<file path="src/rtl/hazard_ctrl.sv">
// hazard_ctrl -- pipeline control unit for the 5-stage core.
//
// Generates the per-stage stall/bubble controls for the IF/ID, ID/EX,
// EX/MEM and MEM/WB registers plus the PC hold. Hazards are resolved in
// the same cycle they are presented, in fixed priority:
//   data-memory wait > EX redirect > load-use > instruction-fetch wait.
// A watchdog bounds consecutive data-memory wait cycles to WAIT_MAX. After
// that many cycles it forces the pipe to advance and sets a sticky timeout
// flag. Two wrapping counters track stalled cycles and accepted redirects.
//
// Ports:
//   clk, rst          core clock (rising edge), synchronous active-high reset
//   rs1_id, rs2_id    source indices of the ID instruction
//   use_rs1_id/rs2_id ID instruction actually reads rs1/rs2
//   rd_ex             destination index of the EX instruction
//   mem_read_ex       EX instruction is a load
//   redirect_ex       taken branch/jal/jalr resolved in EX
//   dmem_req_mem      MEM instruction is accessing data memory
//   dmem_ack          data memory completes the access this cycle
//   imem_ready        fetch data valid this cycle
//   pc_stall          hold the PC
//   stall_*/bubble_*  IF/ID (id), ID/EX (ex), EX/MEM (mem), MEM/WB (wb) controls
//   dmem_timeout      sticky watchdog flag, cleared only by rst
//   stall_cycles      count of cycles with pc_stall=1
//   flush_count       count of accepted redirects
module hazard_ctrl #(
  parameter int WAIT_MAX = 255,
  parameter int CNT_W    = 32
) (
  input  logic             clk,
  input  logic             rst,
  input  logic [4:0]       rs1_id,
  input  logic [4:0]       rs2_id,
  input  logic             use_rs1_id,
  input  logic             use_rs2_id,
  input  logic [4:0]       rd_ex,
  input  logic             mem_read_ex,
  input  logic             redirect_ex,
  input  logic             dmem_req_mem,
  input  logic             dmem_ack,
  input  logic             imem_ready,
  output logic             pc_stall,
  output logic             stall_id,
  output logic             bubble_id,
  output logic             stall_ex,
  output logic             bubble_ex,
  output logic             stall_mem,
  output logic             bubble_mem,
  output logic             stall_wb,
  output logic             bubble_wb,
  output logic             dmem_timeout,
  output logic [CNT_W-1:0] stall_cycles,
  output logic [CNT_W-1:0] flush_count
);

  localparam int WC_W = $clog2(WAIT_MAX + 1);

  logic [WC_W-1:0]  wait_cnt_r;
  logic             dmem_timeout_r;
  logic [CNT_W-1:0] stall_cycles_r;
  logic [CNT_W-1:0] flush_count_r;

  logic             dmem_pending_s;
  logic             wait_at_max_s;
  logic             dwait_s;
  logic             load_use_s;
  logic             redirect_win_s;

  // Hazard detection terms.
  always_comb begin
    dmem_pending_s = dmem_req_mem & ~dmem_ack;
    wait_at_max_s  = (wait_cnt_r == WC_W'(WAIT_MAX));
    // At the watchdog limit the wait is dropped so the pipe can advance.
    dwait_s        = dmem_pending_s & ~wait_at_max_s;
    // x0 is never a real dependency, so a load to rd=0 cannot cause a stall.
    load_use_s     = mem_read_ex & (rd_ex != 5'd0) &
                     ((use_rs1_id & (rs1_id == rd_ex)) |
                      (use_rs2_id & (rs2_id == rd_ex)));
    redirect_win_s = ~rst & ~dwait_s & redirect_ex;
  end

  // Prioritised stall/bubble decode.
  always_comb begin
    pc_stall   = 1'b0;
    stall_id   = 1'b0;
    bubble_id  = 1'b0;
    stall_ex   = 1'b0;
    bubble_ex  = 1'b0;
    stall_mem  = 1'b0;
    bubble_mem = 1'b0;
    stall_wb   = 1'b0;
    bubble_wb  = 1'b0;
    if (rst) begin
      bubble_id  = 1'b1;
      bubble_ex  = 1'b1;
      bubble_mem = 1'b1;
      bubble_wb  = 1'b1;
    end else if (dwait_s) begin
      // Freeze everything up to MEM. EX keeps its instruction, so a pending
      // redirect shows up again once the wait ends.
      pc_stall   = 1'b1;
      stall_id   = 1'b1;
      stall_ex   = 1'b1;
      stall_mem  = 1'b1;
      bubble_wb  = 1'b1;
    end else if (redirect_ex) begin
      // IF/ID hold wrong-path instructions. Squash them and let the PC load
      // the target.
      bubble_id  = 1'b1;
      bubble_ex  = 1'b1;
    end else if (load_use_s) begin
      pc_stall   = 1'b1;
      stall_id   = 1'b1;
      bubble_ex  = 1'b1;
    end else if (!imem_ready) begin
      pc_stall   = 1'b1;
      bubble_id  = 1'b1;
    end else begin
      pc_stall   = 1'b0;
    end
  end

  // Watchdog, sticky timeout flag and performance counters.
  always_ff @(posedge clk) begin
    if (rst) begin
      wait_cnt_r     <= '0;
      dmem_timeout_r <= 1'b0;
      stall_cycles_r <= '0;
      flush_count_r  <= '0;
    end else begin
      if (dmem_pending_s) begin
        if (wait_at_max_s) begin
          wait_cnt_r     <= '0;
          dmem_timeout_r <= 1'b1;
        end else begin
          wait_cnt_r     <= wait_cnt_r + WC_W'(1);
        end
      end else begin
        wait_cnt_r <= '0;
      end
      if (pc_stall) begin
        stall_cycles_r <= stall_cycles_r + CNT_W'(1);
      end
      if (redirect_win_s) begin
        flush_count_r <= flush_count_r + CNT_W'(1);
      end
    end
  end

  assign dmem_timeout = dmem_timeout_r;
  assign stall_cycles = stall_cycles_r;
  assign flush_count  = flush_count_r;

endmodule

</file>
<file path="config.mk">
export PLATFORM = sky130hd
export DESIGN_NAME = hazard_ctrl
export DESIGN_NICKNAME = d
export VERILOG_FILES = /design/src/rtl/hazard_ctrl.sv
export SDC_FILE = /design/constraint.sdc
export NUM_CORES = 1
export LEC_CHECK = 0
export CORE_ASPECT_RATIO = 1.5
export CORE_MARGIN = 4
export CORE_UTILIZATION = 54
export CTS_BUF_LIST = sky130_fd_sc_hd__clkbuf_2
export DETAILED_ROUTE_END_ITERATION = 8
export GPL_TIMING_DRIVEN = 0
export PLACE_DENSITY = 0.91
export SYNTH_ARGS = -nofsm -noshare
export SYNTH_HDL_FRONTEND = slang
export SYNTH_SLANG_ARGS = --single-unit
export TNS_END_PERCENT = 100
</file>
<file path="constraint.sdc">
create_clock -name clk -period 7.3 [get_ports clk]
set_input_delay 1.46 -clock clk [delete_from_list [all_inputs] [get_ports clk]]
set_output_delay 1.46 -clock clk [all_outputs]
set_load 0.02 [all_outputs]
</file>
==> results of run 1 <==
[cells in the mapped netlist (all sizes together)]
| cell type | n |
|---|---|
| or4b | 1 |
| nand2 | 29 |
| a21oi | 39 |
| o21a | 1 |
| or3 | 18 |
| o31ai | 17 |
| inv | 10 |
| and3 | 6 |
| nor3b | 1 |
| nand2b | 4 |
| nand4 | 15 |
| mux2 | 1 |
| o22ai | 1 |
| nand4bb | 1 |
| nor2 | 47 |
| buf | 7 |
| nor4b | 1 |
| xnor2 | 21 |
| a21o | 1 |
| conb | 1 |
| xor2 | 23 |
| and4 | 5 |
| o21bai | 1 |
| o21ai | 19 |
| mux2i | 1 |
| clkbuf | 15 |
| nand3 | 27 |
| nand3b | 1 |
| or4 | 19 |
| nor4 | 5 |
| and2 | 4 |
| nor3 | 4 |
| nor2b | 4 |
| dfxtp | 73 |
| ha | 3 |
| or2 | 4 |
[layer usage]
| layer | vias up | wire [µm] | global-route usage (%) |
|---|---|---|---|
| li1 | 1743 | - | - |
| met1 | 1736 | 3740 | 28.4 |
| met2 | 158 | 5420 | 46.9 |
| met3 | 32 | 628 | 5.61 |
| met4 | 0 | 246 | 10.9 |
| met5 | - | 0 | 0 |
[state kept, by name, summed over array words and instances, names as in the netlist]
name,cells
flush_count,32
dmem_timeout,1
wait_cnt_r,8
stall_cycles,32
[power by group through the flow]
stage | sequential [W] | clock, W | combinational (W)
2_1_floorplan | 0.000416 | 0 | 0.0000300
3_3_place_gp | 0.000414 | 0 | 0.0000629
3_5_place_dp | 0.000414 | 0 | 0.0000652
4_1_cts | 0.000406 | 0.000224 | 0.0000657
5_1_grt | 0.000407 | 0.000242 | 0.0000703
6_report | 0.000406 | 0.000220 | 0.0000656
[worst reg2reg max path: cells and delay by family, from the launching register on]
kind,cells,cell delay (ns)
compound gates,5,1.44
buf+inv,2,0.65
flops,1,0.41
fa+ha+maj,1,0.20
simple gates,1,0.19
[cell type report]
class	count	area, µm²
fill	512	1750
multi-input combinational	325	1980
buffer	22	100
clock buffer	10	50.0
timing repair buffer	96	961
clock inverter	5	57.6
inverter	10	37.5
sequential	73	1460
tap	76	95.1
[cell families after synthesis]
kind of cell,share of synthesized area (%)
flip-flops,40.9
multiplexers,0.595
adder cells (fa/ha/maj),1.05
buffers and inverters,3.85
AO/OA/AOI/OAI,12.6
XOR/XNOR,10.8
AND/OR/NAND/NOR,30.2
other,0.105
[worst min path at each step]
stage,cells after the start,endpoint,from,slack (ns)
finish,1,wait_cnt_r[0],wait_cnt_r[0],0.49
detailed placement,1,wait_cnt_r[0],wait_cnt_r[0],0.46
floorplan,1,wait_cnt_r[0],wait_cnt_r[0],0.43
global route,1,wait_cnt_r[0],wait_cnt_r[0],0.50
CTS,1,wait_cnt_r[0],wait_cnt_r[0],0.49
global placement,1,wait_cnt_r[0],wait_cnt_r[0],0.44
[per-stage QoR]
| step | std cells | total power, W | setup slack (ns) |
|---|---|---|---|
| global placement | 602 | 0.000476 | 1.40 |
| CTS | 617 | 0.000696 | 1.27 |
| global route | 617 | 0.000719 | 1.09 |
| detailed placement | 602 | 0.000479 | 1.33 |
| floorplan | 430 | 0.000446 | 2.78 |
| finish | 617 | 0.000691 | 1.22 |
==> impl_metrics.ini, run 1 <==
[placed_design]
placed_cell_area_um2 = 4630
hpwlAfterDp_um = 7420
port_buffers = 96
place_congestion = 0.876

[cts]
clock_path_buffers = 2
cts_inserted_buffers = 9
cts_tree = built
root_buffer = clkbuf_2
cts.clk_slew.worst_paths_ns = 0.19
cts_resized = 0
clock-sinks = 73
insertion_delay_ns = 0.51
cts_setup_buffers = 0
cts-htree-levels = 3
ctsHoldBuffers = 0

[critical_path]
critical_path.max_stage_delay_ns = 0.55
critPathArrivalTime_ns = 4.62
rr_startpoint = wait_cnt_r[0]
cp_max_fo = 10
rr_endpoint = stall_cycles[13]
critPathSlowestCell = clkdlybuf4s50_1
critPathBufInv = 4
crit_family = buffers and inverters
cp.required_ns = 5.84
endpoint = pc_stall
endpoint_kind = primary output
worstRegToRegCells = 9
rrSetupSlack_ns = 4.39
critPathLaunch = rd_ex[1]
crit_chain = clkdlybuf4s50_1 > or4_1 > o21ai_0 > nor2_1 > a21oi_1 > buf_2 > buf_2 > nor2_1 > clkdlybuf4s50_1
critPathKind = primary input to primary output
startpoint_type = primary input
crit_cells = 9

[synthesis]
yosysWarnings = 0
synth_top_area_share_pct = 40.9
ys_ff_latch = 73
seq_area_frac_synth_pct = 40.9
yosysUniqueCellTypes = 45
netlist_area_um2 = 3580
synth_top_cell_by_area = dfxtp_1
synthCells = 430
syn_nets = 457
syn_area_per_cell_um2 = 8.32
synth_area_leaders = dfxtp_1 (41%), xor2_1 (5.6%), a21oi_1 (5.3%), xnor2_1 (5.1%), nor2_1 (4.9%)

[timing]
fin_crit_ns = 6.08
setup_violations = 0
fmax_ghz = 0.164
skew_ns = 0.0330
whs_ns = 0.492
slew_headroom_pct = 38.2
fin_crit_sh_pct = 83.3
fin_tns_setup_ns = 0
grt_setup_unrepaired = false
drv_slew = 0
worst_slew_pin_slew_ns = 0.914
hold_viol = 0

[power_and_ir_drop]
power_density_nw_per_um2 = 146
swShare_pct = 26.1
p_leak_nw = 1.53
pwr-share-comb_pct = 9.5
vdd_drop_max_uv = 96.5
power.switching_w = 0.000181
pwr-share-seq_pct = 58.7
p_clk_share_pct = 31.8
intPower_w = 0.000511

[grt]
grt_pass1_vias = 3735
antenna_found_initial = 0
grt_pass1_wl_um = 16500
track_usage_pct = 26.0
grt_overflow = 0
grt_max_degree = 13

[layout]
drive_gt1_share_pct = 6.47
design_area_um2 = 4740
final_cell_mix = clkdlybuf4s50_1 (96), dfxtp_1 (73), nor2_1 (47)
final_util_pct = 73.1
final_common_cell = clkdlybuf4s50_1
syn_to_final_growth_pct = 32.5
layout.nets = 564
num_antenna_cells = 0

[route]
routed_wl_um = 10000
dr.pass1.iters = 7
vias = 3669
wl_per_cell_um = 16.3
viasPerCell = 5.95
drt_iter0_drc = 272
drc_errors = 0
antenna_left = 0

[floorplan]
start_util_pct = 55.1
die_y_um = 108
fp.dieW_um = 74.4
core_area_um2 = 6490
ioPinCount = 98
placementRows = 36
die_area_um2 = 8020

[worst_hold_path]
hold_path_class = flop to flop

[run]
cap_violations = 0

[run_status]
run_status = finished, final reports clean
Note: power is estimated with default switching activity, not from simulation.
==> inputs of run 2 (changes only) <==
--- a/config.mk
+++ b/config.mk
@@ -7,11 +7,11 @@
 export LEC_CHECK = 0
 export CORE_ASPECT_RATIO = 1.5
 export CORE_MARGIN = 4
-export CORE_UTILIZATION = 54
+export CORE_UTILIZATION = 50
 export CTS_BUF_LIST = sky130_fd_sc_hd__clkbuf_2
 export DETAILED_ROUTE_END_ITERATION = 8
 export GPL_TIMING_DRIVEN = 0
-export PLACE_DENSITY = 0.91
+export PLACE_DENSITY = 0.86
 export SYNTH_ARGS = -nofsm -noshare
 export SYNTH_HDL_FRONTEND = slang
 export SYNTH_SLANG_ARGS = --single-unit
==> constraint.sdc (replaced) <==
create_clock -name clk -period 5.8 [get_ports clk]
set_input_delay 1.16 -clock clk [delete_from_list [all_inputs] [get_ports clk]]
set_output_delay 1.16 -clock clk [all_outputs]
set_load 0.02 [all_outputs]
==> run 2 against run 1 <==
Effect of this change: utilization is 3.6 points lower; clock power is 68% higher; first-iteration DRC count is 18% lower; clock skew is 0.011 ns lower; worst setup slack worse by 0.82 ns; sequential power is 26% higher; critical endpoint unchanged; largest cell class unchanged; largest power group unchanged.
==> impl_metrics.ini, run 2 (synthesis gave the netlist of run 1 again) <==
[run_status]
run_status = finished, final reports clean

[layout]
multi_input_area_um2 = 1980
area.sequential_um2 = 1460
final_common_cell = clkdlybuf4s50_1
drive_gt1_share_pct = 6.27
final_cell_mix = clkdlybuf4s50_1 (96), dfxtp_1 (73), nor2_1 (47)
final_util_pct = 69.5
syn_to_final_growth_pct = 34.0
layout.nets = 564
fill_cells = 547
num_antenna_cells = 0

[run]
cap_violations = 0

[floorplan]
fp.dieW_um = 77.1
ioPinCount = 98
start_util_pct = 51.8
die_area_um2 = 8600
die_y_um = 112
placementRows = 37
core_area_um2 = 6900

[cts]
cts-htree-levels = 3
cts_inserted_buffers = 9
clock-sinks = 73
cts_setup_buffers = 0
clock_path_buffers = 2
ctsHoldBuffers = 0
cts.clk_slew.worst_paths_ns = 0.18
root_buffer = clkbuf_2
insertion_delay_ns = 0.51
cts_tree = built
cts_resized = 0

[timing]
fin_tns_setup_ns = 0
whs_ns = 0.489
fin_crit_ns = 5.40
fmax_ghz = 0.185
fin_crit_sh_pct = 93.1
worst_slew_pin_slew_ns = 0.923
skew_ns = 0.0220
setup_violations = 0
hold_viol = 0
grt_setup_unrepaired = false
drv_slew = 0
slew_headroom_pct = 37.9

[worst_hold_path]
hp-start = wait_cnt_r[0]
hold_path_class = flop to flop

[route]
dr.pass1.iters = 5
drt_iter0_drc = 224
routed_wl_um = 10100
vias = 3576
antenna_left = 0
viasPerCell = 5.77
drc_errors = 0
wl_per_cell_um = 16.2

[critical_path]
rr_startpoint = wait_cnt_r[0]
critPathArrivalTime_ns = 4.24
rrSetupSlack_ns = 2.94
endpoint = pc_stall
worstRegToRegCells = 9
cp.required_ns = 4.64
rr_endpoint = stall_cycles[1]
critPathLaunch = rd_ex[1]
critPathKind = primary input to primary output
cp_max_fo = 10
startpoint_type = primary input
endpoint_kind = primary output

[grt]
grt_pass1_vias = 3716
grt_pass1_wl_um = 16800
grt_max_degree = 13
grt_overflow = 0
track_usage_pct = 23.7
antenna_found_initial = 0

[power_and_ir_drop]
p_leak_nw = 1.56
power_density_nw_per_um2 = 201
vdd_drop_max_uv = 195

[placed_design]
port_buffers = 96
hpwlAfterDp_um = 7390
place_congestion = 0.887
[run 2: cell type report]
cell class | instances | area share (%)
multi-input combinational | 325 | 41.3
buffer | 22 | 2.09
inverter | 10 | 0.783
timing repair buffer | 96 | 20.1
clock buffer | 10 | 1.04
tap | 78 | 2.04
sequential | 73 | 30.5
clock inverter | 6 | 2.22
[run 2: worst min path at each step]
stage                          endpoint  slack, ns  cells past startpoint
after floorplan           wait_cnt_r[0]       0.43                      1
after global placement    wait_cnt_r[0]       0.44                      1
after detailed placement  wait_cnt_r[0]       0.45                      1
after CTS                 wait_cnt_r[0]       0.48                      1
after global routing      wait_cnt_r[0]       0.52                      1
final                     wait_cnt_r[0]       0.49                      1
[run 2: metrics by stage]
step	total power (W)	std cells	setup WS, ns	instance area [µm²]
finish	0.000965	620	0.398	4790
global placement	0.000601	604	0.471	4630
detailed placement	0.000604	604	0.420	4630
CTS	0.000965	620	0.398	4790
global route	0.000999	620	0.198	4790
floorplan	0.000561	430	1.88	3580
[run 2: layer usage]
metal / GRT usage, % / up-vias / part of all wire (%) / routed length (µm)
li1: - / 1739 / - / -
met1: 25.8 / 1671 / 38 / 3860
met2: 41.7 / 143 / 52 / 5270
met3: 7.28 / 23 / 7.1 / 715
met4: 10.9 / 0 / 2.2 / 221
met5: 0 / - / 0 / 0
[run 2: where the power goes]
part | total, W | internal [W] | switching (W)
clock network | 0.000370 | 0.000186 | 0.000184
registers | 0.000510 | 0.000506 | 0.00000433
logic | 0.0000845 | 0.0000391 | 0.0000453
[run 2: worst max-delay path, cell delays in order]
cell and delay [ns]:
clkdlybuf4s50_1 0.48, or4_1 0.55, o21ai_0 0.33, nor2_1 0.08, a21oi_1 0.43, buf_2 0.31, buf_2 0.28, nor2_1 0.06
clkdlybuf4s50_1 0.56
